### config.mk
export PLATFORM = sky130hd
export DESIGN_NAME = store_buffer
export DESIGN_NICKNAME = d
export VERILOG_FILES = /design/src/rtl/store_buffer.sv
export SDC_FILE = /design/constraint.sdc
export NUM_CORES = 1
export LEC_CHECK = 0
export CAP_MARGIN = 20
export CELL_PAD_IN_SITES_DETAIL_PLACEMENT = 2
export CELL_PAD_IN_SITES_GLOBAL_PLACEMENT = 2
export CORE_UTILIZATION = 37
export DETAILED_ROUTE_END_ITERATION = 16
export PLACE_DENSITY_LB_ADDON = 0.3
export SYNTH_ARGS = -nofsm -noshare
export SYNTH_HDL_FRONTEND = slang
export SYNTH_SLANG_ARGS = --single-unit
### constraint.sdc
create_clock -name mem_clk -period 3.85 [get_ports mem_clk]
set_input_delay 0.385 -clock mem_clk [delete_from_list [all_inputs] [get_ports mem_clk]]
set_output_delay 0.385 -clock mem_clk [all_outputs]
set_load 0.02 [all_outputs]
### src/rtl/store_buffer.sv
// store_buffer: posted-write FIFO in front of data_mem. Loads forward from the
// youngest matching buffered store or read data_mem with one-cycle latency.
module store_buffer #(
  parameter int unsigned DEPTH  = 4,
  parameter int unsigned ADDR_W = 8,
  parameter int unsigned DATA_W = 16
) (
  input  logic              mem_clk,
  input  logic              reset,
  input  logic              st_valid,
  input  logic [ADDR_W-1:0] st_addr,
  input  logic [DATA_W-1:0] st_data,
  output logic              st_ready,
  input  logic              ld_valid,
  input  logic [ADDR_W-1:0] ld_addr,
  output logic              ld_ready,
  output logic              ld_done,
  output logic [DATA_W-1:0] ld_data,
  output logic              sb_empty,
  output logic              dwe,
  output logic [ADDR_W-1:0] addr,
  output logic [DATA_W-1:0] wdata,
  input  logic [DATA_W-1:0] rdata
);

  localparam int unsigned PTR_W = (DEPTH > 1) ? $clog2(DEPTH) : 1;
  localparam int unsigned CNT_W = PTR_W + 1;
  localparam logic [CNT_W-1:0] FULL_CNT = CNT_W'(DEPTH);

  typedef enum logic {
    SRC_MEM = 1'b0,
    SRC_FWD = 1'b1
  } ld_src_e;

  logic [ADDR_W-1:0] ent_addr_q [DEPTH];
  logic [ADDR_W-1:0] ent_addr_d [DEPTH];
  logic [DATA_W-1:0] ent_data_q [DEPTH];
  logic [DATA_W-1:0] ent_data_d [DEPTH];
  logic [PTR_W-1:0]  wr_ptr_q, wr_ptr_d;
  logic [PTR_W-1:0]  rd_ptr_q, rd_ptr_d;
  logic [CNT_W-1:0]  count_q, count_d;
  logic              ld_done_q, ld_done_d;
  ld_src_e           ld_src_q, ld_src_d;
  logic [DATA_W-1:0] fwd_q, fwd_d;

  logic              full, empty, hit, push, pop, drain;
  logic [DATA_W-1:0] hit_data;
  logic [PTR_W-1:0]  idx;

  assign full     = (count_q == FULL_CNT);
  assign empty    = (count_q == '0);
  assign st_ready = !full;
  assign sb_empty = empty;
  assign ld_done  = ld_done_q;
  assign ld_data  = ld_done_q ? ((ld_src_q == SRC_FWD) ? fwd_q : rdata) : '0;

  // Forwarding lookup: walk oldest to youngest so the youngest match wins.
  always_comb begin
    hit      = 1'b0;
    hit_data = '0;
    idx      = '0;
    for (int unsigned i = 0; i < DEPTH; i++) begin
      idx = rd_ptr_q + PTR_W'(i);
      if ((CNT_W'(i) < count_q) && (ent_addr_q[idx] == ld_addr)) begin
        hit      = 1'b1;
        hit_data = ent_data_q[idx];
      end
    end
  end

  // Port arbitration: one data_mem access per cycle; a full buffer forces a drain.
  // dwe is masked during reset so discarded stores never reach data_mem.
  always_comb begin
    drain    = 1'b0;
    addr     = '0;
    wdata    = '0;
    ld_ready = !(full && !hit);
    if (ld_valid && !hit && full) begin
      drain = 1'b1;
    end else if (ld_valid && !hit) begin
      addr = ld_addr;
    end else if (ld_valid && hit) begin
      drain = !empty;
    end else begin
      drain = !empty;
    end
    if (drain) begin
      addr  = ent_addr_q[rd_ptr_q];
      wdata = ent_data_q[rd_ptr_q];
    end
    dwe = drain && reset;
  end

  // FIFO next state: push at tail, pop head when draining.
  always_comb begin
    push       = st_valid && st_ready;
    pop        = drain;
    ent_addr_d = ent_addr_q;
    ent_data_d = ent_data_q;
    wr_ptr_d   = wr_ptr_q;
    rd_ptr_d   = rd_ptr_q;
    count_d    = count_q;
    if (push) begin
      ent_addr_d[wr_ptr_q] = st_addr;
      ent_data_d[wr_ptr_q] = st_data;
      wr_ptr_d             = wr_ptr_q + PTR_W'(1);
    end
    if (pop) begin
      rd_ptr_d = rd_ptr_q + PTR_W'(1);
    end
    case ({push, pop})
      2'b10:   count_d = count_q + CNT_W'(1);
      2'b01:   count_d = count_q - CNT_W'(1);
      default: count_d = count_q;
    endcase
  end

  // Load return: capture source and forwarded word at acceptance.
  always_comb begin
    ld_done_d = ld_valid && ld_ready;
    ld_src_d  = hit ? SRC_FWD : SRC_MEM;
    fwd_d     = hit_data;
  end

  // Control state register with synchronous active-low reset.
  always_ff @(posedge mem_clk) begin
    if (!reset) begin
      wr_ptr_q  <= '0;
      rd_ptr_q  <= '0;
      count_q   <= '0;
      ld_done_q <= 1'b0;
      ld_src_q  <= SRC_MEM;
      fwd_q     <= '0;
    end else begin
      wr_ptr_q  <= wr_ptr_d;
      rd_ptr_q  <= rd_ptr_d;
      count_q   <= count_d;
      ld_done_q <= ld_done_d;
      ld_src_q  <= ld_src_d;
      fwd_q     <= fwd_d;
    end
  end

  // Entry storage; contents are qualified by count so no reset is needed.
  always_ff @(posedge mem_clk) begin
    ent_addr_q <= ent_addr_d;
    ent_data_q <= ent_data_d;
  end

endmodule
; ---- Word level (Yosys, flattened, before mapping)
; Cells that the tools add are included.
; W data, S select, Z words.
[op_classes]
addsub = 6
magnitude_cmp = 10
n_eq_ne = 7
muxes = 48
bitwise_logic = 5
n_reduce_logical = 17
[ops]
columns = op, count
row1 = $mux W16, 16
row2 = $bmux W16 S2, 4
row3 = $mux W8, 12
row4 = $bmux W8 S2, 4
row5 = $bwmux W64, 1
row6 = $bwmux W32, 1
row7 = $demux W16 S2, 1
row8 = $eq A8 B8 Y1, 4
row9 = $demux W8 S2, 1
row10 = $ge A3 B3 Y1 const B, 5
row11 = $not A2 Y3, 5
row12 = $logic_and A1 B1 Y1, 11
row13 = $mux W1, 7
row14 = $lt A1 B3 Y1 const A, 2
row15 = $lt A2 B3 Y1 const A, 2
row16 = $pmux W3 S2, 1
row17 = $add A2 B1 Y2 const B, 2
row18 = $add A2 B2 Y2 const B, 2
row19 = $logic_not A1 Y1, 4
row20 = $add A3 B1 Y3 const B, 1
row21 = $eq A3 B3 Y1 const B, 1
row22 = $logic_not A3 Y1, 1
row23 = $lt A3 B1 Y1 const B, 1
row24 = $sub A3 B1 Y3 const B, 1
row25 = 3 further kinds, 3
[totals]
reg_bits = 121
in_bits = 52
elab_cells = 107

; ---- Longest topological paths before layout
; Gate-level depths: netlist (run 1).
[logic_depth]
ltp_word = 16
depth_mapped = 16
mapped_depth_nobuf = 12

; ---- Worst setup path before layout (run 1)
; OpenSTA, ideal clock, no wires.
[synth_timing]
path_kind = reg-to-reg
from = reg rd_ptr_q[0]
to = reg count_q[2]
arrival_time_ps = 3337
required_ps = 3780
setup_slack_ps = 443
stages_incl_launch_ff = 16
path_buffers = 4
cell_sequence = dfxtp_1 buf_6 buf_8 buf_8 mux2_1 mux2i_1 xor2_1 nand2_1 nor4_4 or4_4 o21ai_2 buf_2 inv_2 ha_1 or3_1 a21oi_1
[synth_via]
elab_chain_cells = 16
[synth_rtl]
columns = item, line_no
row1 = from (decl), 40  ; logic [PTR_W-1:0] rd_ptr_q, rd_ptr_d;
row2 = from (signal assigned), 136  ; rd_ptr_q <= rd_ptr_d;
row3 = $add A2 B1 Y2 / $not A2 Y3 (equally long branches), "63, 64"
row4 = $not A2 Y3 (implied by the code) / $bmux W8 S2 (equally long branches), 64  ; if ((CNT_W'(i) < count_q) && (ent_addr_q[idx] == ld_addr)) begin
row5 = $bmux W8 S2 / $mux W8 (equally long branches), 64
row6 = $mux W8 (implied by the code), 64
row7 = $mux W8 (implied by the code) / $eq A8 B8 Y1 (equally long branches), 64
row8 = $eq A8 B8 Y1 / $logic_and A1 B1 Y1 (equally long branches), 64
row9 = $logic_and A1 B1 Y1 / $mux W1 (equally long branches), 64
row10 = $mux W1 (2 in a row), 64
row11 = $mux W1 (*), 64
row12 = $logic_not A1 Y1 (*), "78, 80"
row13 = $logic_and A1 B1 Y1 (*), "78, 80"
row14 = $mux W1 / $logic_and A1 B1 Y1 (equally long branches), "80, 78"
row15 = $mux W1 (*), 78  ; if (ld_valid && !hit && full) begin
row16 = named net drain, 46  ; logic full, empty, hit, push, pop, drain;
row17 = $eq A2 B1 Y1 / $eq A2 B2 Y1 (equally long branches), 111  ; case ({push, pop})
row18 = $pmux W3 S2 / $reduce_bool A2 Y1 (equally long branches), -
row19 = to (signal assigned), 137  ; count_q <= count_d;
row20 = to (decl), 41  ; logic [CNT_W-1:0] count_q, count_d;
; The timed path passes the listed nets; every way through them passes the cells marked *. The select of a mux whose other input is x is not followed.
; A chain may end at the register's enable or synchronous reset.

; ---- Worst setup path in the final report (run 1)
[layout_timing]
from = reg rd_ptr_q[0]
to = out addr[2]
[layout_via]
elab_chain_cells = 15
[layout_rtl]
columns = item, line_no
row1 = $add A2 B1 Y2 / $not A2 Y3 (equally long branches), "63, 64, 88"
row2 = $not A2 Y3 (implied by the code) / $bmux W8 S2 (equally long branches), "64, 88"
row3 = $bmux W8 S2 / $mux W8 (equally long branches), "64, 88"
row4 = "$mux W8, on equally long branches", "64, 88"
row5 = $mux W8 (implied by the code) / $eq A8 B8 Y1 (equally long branches), 64
row6 = $eq A8 B8 Y1 / $logic_and A1 B1 Y1 (equally long branches), 64
row7 = $logic_and A1 B1 Y1 / $mux W1 (equally long branches), 64
row8 = $mux W1 (3 in a row), 64
row9 = $logic_not A1 Y1, "78, 80"
row10 = $logic_and A1 B1 Y1, "78, 80"
row11 = "$mux W8, or another cell as far along", 80  ; end else if (ld_valid && !hit) begin
row12 = $mux W8 / $mux W1 (equally long branches), 78
row13 = $mux W8 (*), 87  ; if (drain) begin
row14 = to (decl), 21  ; output logic [ADDR_W-1:0] addr,
; Mark *: on every way between the ends. The rest lies on a longest branch, timed or not. The select of a mux whose other input is x is not followed.

==> flow_metrics.py, run 1 <==
metrics = {
    "routing": {
        "drc": 0,
        "vias": 5870,
        "wl_mm": 26.11,
        "ant_nets": 0,
        "first_pass_iters": 4,
        "wl_per_cell_um": 25.23,
        "drtIter0Drc": 256,
        "avgViaCountPerCell": 5.671,
    },
    "layout": {
        "final_cell_count_no_fill": 1035,
        "antenna-diode-count": 0,
        "nets": 818,
        "multi_input_area_sq_um": 3916,
        "regArea_sq_um": 3388,
        "final_cell_area_sq_um": 9448,
        "drive_gt1_share_pct": 27.40,
        "areaGrowthSynthToFinish_pct": 26.25,
        "fillCellCount": 1976,
    },
    "floorplan": {
        "die_y_um": 144.2,
        "pin_count": 97,
        "rows": 51,
        "die_area_sq_um": 20800,
        "die_w_um": 144.2,
        "core-area_sq_um": 19650,
        "start_util_pct": 38.08,
    },
    "global_routing": {
        "grtUsageTotal_pct": 25.02,
        "grt_pass1_wl_mm": 37.58,
        "met2_usage_pct": 45.23,
        "grt_pass1_vias": 6499,
        "met3_usage_pct": 4.238,
        "grt_busiest_layer": "met2",
        "gr-total-overflow": 0,
        "grt.met1_usage_pct": 28.84,
        "grt_max_degree": 53,
        "antenna_found_initial": 0,
    },
    "timing": {
        "clock_skew_ps": 8.037,
        "setup_slack_ps": -3.743,
        "slew_viol_final": 0,
        "period_needed_ps": 3854,
        "hold_viol": 0,
        "setup_tns_ps": -3.743,
        "fin_crit_sh_pct": 100.1,
        "fmax_mhz": 259.5,
        "setup_violations": 1,
        "slew_headroom_pct": 30.76,
        "worst_pin_slew_ps": 1039,
    },
    "synth": {
        "ys_warn_count": 0,
        "synth_top_family_by_area": "multiplexers",
        "ys_seq_area_share_pct": 45.21,
        "post-synth-top-area-fraction_pct": 38.52,
        "synthAdderAreaFrac_pct": 1.505,
        "synth_ff_type": "edfxtp_1",
        "syn_inst": 660,
        "synthTopCellsByCount": "96 x edfxtp_1, 74 x mux2i_1, 52 x a21oi_1",
        "synthArstFlopShare_pct": 0,
        "netlist.top_cell.by_area": "edfxtp_1",
        "synth_nets": 721,
        "syn_area_per_cell_sq_um": 11.34,
        "synth_compound_area_share_pct": 12.36,
        "synth_cell_type_count": 56,
        "synth_mux_area_share_pct": 19.38,
        "synth-simple-area-share_pct": 12.34,
        "synth_area_sq_um": 7483,
        "ys_ff_latch": 121,
        "synth.most_common_cell": "edfxtp_1",
        "synth_area_leaders": "edfxtp_1 39%, mux2i_1 9.9%, dfxtp_1 6.7%",
        "synth_edf_count": 96,
        "synth-xor-area-share_pct": 4.865,
    },
    "worst_setup_path": {
        "cp_top_family": "simple AND/OR/NAND/NOR gates",
        "path_class": "flop to primary output",
        "worst_path_max_delay_cell": "mux4_2",
        "crit_chain": "clkbuf_16 > mux4_2 > xnor2_1 > nand3_2 > nor4_4 > or4_4 > or2_4 > buf_4 > mux2_4 > clkbuf_2",
        "cpPeakStageDelay_ps": 560,
        "r2r_slack_ps": 200,
        "crit_path_start_kind": "flop",
        "cp_data_arrival_time_ps": 3470,
        "critPathCaptureType": "primary output",
        "cp.required_ps": 3460,
        "crit_buf_inv": 3,
        "crit_fanout": 8,
    },
    "placed_design": {
        "gp_congestion": 0.8815,
        "io_buffers": 96,
        "dp_cells": 999,
        "post-dp-hpwl_mm": 16.25,
        "dpl-instance-area_sq_um": 8758,
    },
    "cts": {
        "holdBufCountCts": 0,
        "cts_buffers": 17,
        "root_buffer": "clkbuf_16",
        "cts.sinks": 121,
        "cts_tree": "done",
        "clock_path_buffers": 2,
        "h-tree-depth": 4,
        "cts.clk_slew.worst_paths_ps": 60,
        "clock_latency_ps": 420,
    },
    "outcome": {
        "status": "finished with violations",
        "violations": "negative setup slack",
    },
    "power": {
        "ir_drop_mv": 0.3866,
        "power.density_nw_per_um2": 639.8,
        "p_leak_nw": 3.371,
    },
    "hold_path": {
        "hp-class": "flop to flop",
    },
    "flow_run": {
        "maxCapViolCount": 0,
    },
}
-- power by group --
| part | internal (mW) | switching [mW] |
|---|---|---|
| Combinational | 1.19 | 1.67 |
| Sequential | 1.54 | 0.115 |
| Clock | 0.946 | 0.583 |
| Total | 3.68 | 2.37 |
-- timing repair --
| item | 4_1_cts | 5_1_grt |
|---|---|---|
| resized for setup | 53 | 60 |
| buffers inserted | 0 | 2 |
| pin swaps | 1 | 2 |
| cloned | 1 | 1 |
| endpoints found under the setup margin | 27 | 25 |
-- registers in the layout, indices dropped and copies added, names as in the netlist --
name	count
count_q	3
ent_data_q	64
ld_src_q	1
ent_addr_q	32
ld_done	1
wr_ptr_q	2
fwd_q	16
rd_ptr_q	2
-- metrics by stage --
step	hold slack (ps)	setup WS [ps]	util, %	total power, mW
2_1_floorplan	469.2	442.8	-	3.464
3_3_place_gp	479.7	93.73	44.56	4.180
3_5_place_dp	514.3	11.71	44.56	4.328
4_1_cts	515.2	-18.70	47.82	5.961
5_1_grt	563.6	-76.18	48.07	6.306
6_report	519.5	-3.743	48.07	6.045
-- layout make-up --
cell class / count / area share (%)
flip-flops and latches: 121 / 35.86
repair buffers: 131 / 12.78
inverters: 12 / 0.4768
clock buffers: 23 / 5.165
clock inverters: 9 / 0.7549
well taps: 265 / 3.509
multi-input cells: 474 / 41.45
-- layer usage --
layer	routed length [um]	vias up
li1	-	2620
met3	1211	67
met2	13480	180
met4	875	0
met1	10550	3003
met5	0	-
-- worst paths after layout --
path | from | endpoint | depth (start not counted)
max reg2reg | rd_ptr_q[0]$_SDFFE_PN0P_ | count_q[2]$_SDFFE_PN0P_ | 13
min | wr_ptr_q[1]$_SDFFE_PN0P_ | wr_ptr_q[1]$_SDFFE_PN0P_ | 2
max | rd_ptr_q[0]$_SDFFE_PN0P_ | addr[2] | 10
min reg2reg | wr_ptr_q[1]$_SDFFE_PN0P_ | wr_ptr_q[1]$_SDFFE_PN0P_ | 2
-- worst min-delay path: cells and delay by family (launching register included) --
family / cells / cell delay (ps)
compound gates: 1 / 60
simple gates: 1 / 70
flops: 1 / 340
-- layout by cell type, fill, tap and decap left out, types with 6 or more instances in the layout --
master,netlist,routed
buf_4,3,27
mux2i_2,3,12
mux4_2,6,6
a221oi_2,10,10
mux2_4,4,6
mux2i_1,74,61
nand2_1,46,45
o32ai_1,6,6
a21oi_1,52,52
clkbuf_2,0,15
ha_1,9,9
a221oi_1,6,6
edfxtp_1,96,96
xnor2_1,22,22
nor2b_1,33,33
xor2_1,14,12
nor3_1,11,9
clkdlybuf4s50_1,0,70
and3_1,6,6
o21ai_0,17,17
dfxtp_1,25,23
nor2_1,45,45
or2_2,16,16
mux2_2,34,37
clkinv_2,0,6
clkbuf_16,0,18
o32ai_2,10,10
inv_1,10,10
-- cell families (layout without fill, tap and decap cells) --
family	count (synthesis)	after routing
buf+inv	65	175
mux	129	129
compound gates	118	118
flops	121	121
fa+ha+maj	9	9
simple gates	179	179
xor+xnor	39	39
Note: power is estimated with default switching activity, not from simulation.
==> run 2, diff against run 1 <==
TNS_END_PERCENT = 100   (was default)
==> results of run 2 <==
Final layout, timing and power as in run 1 (identical DEF).
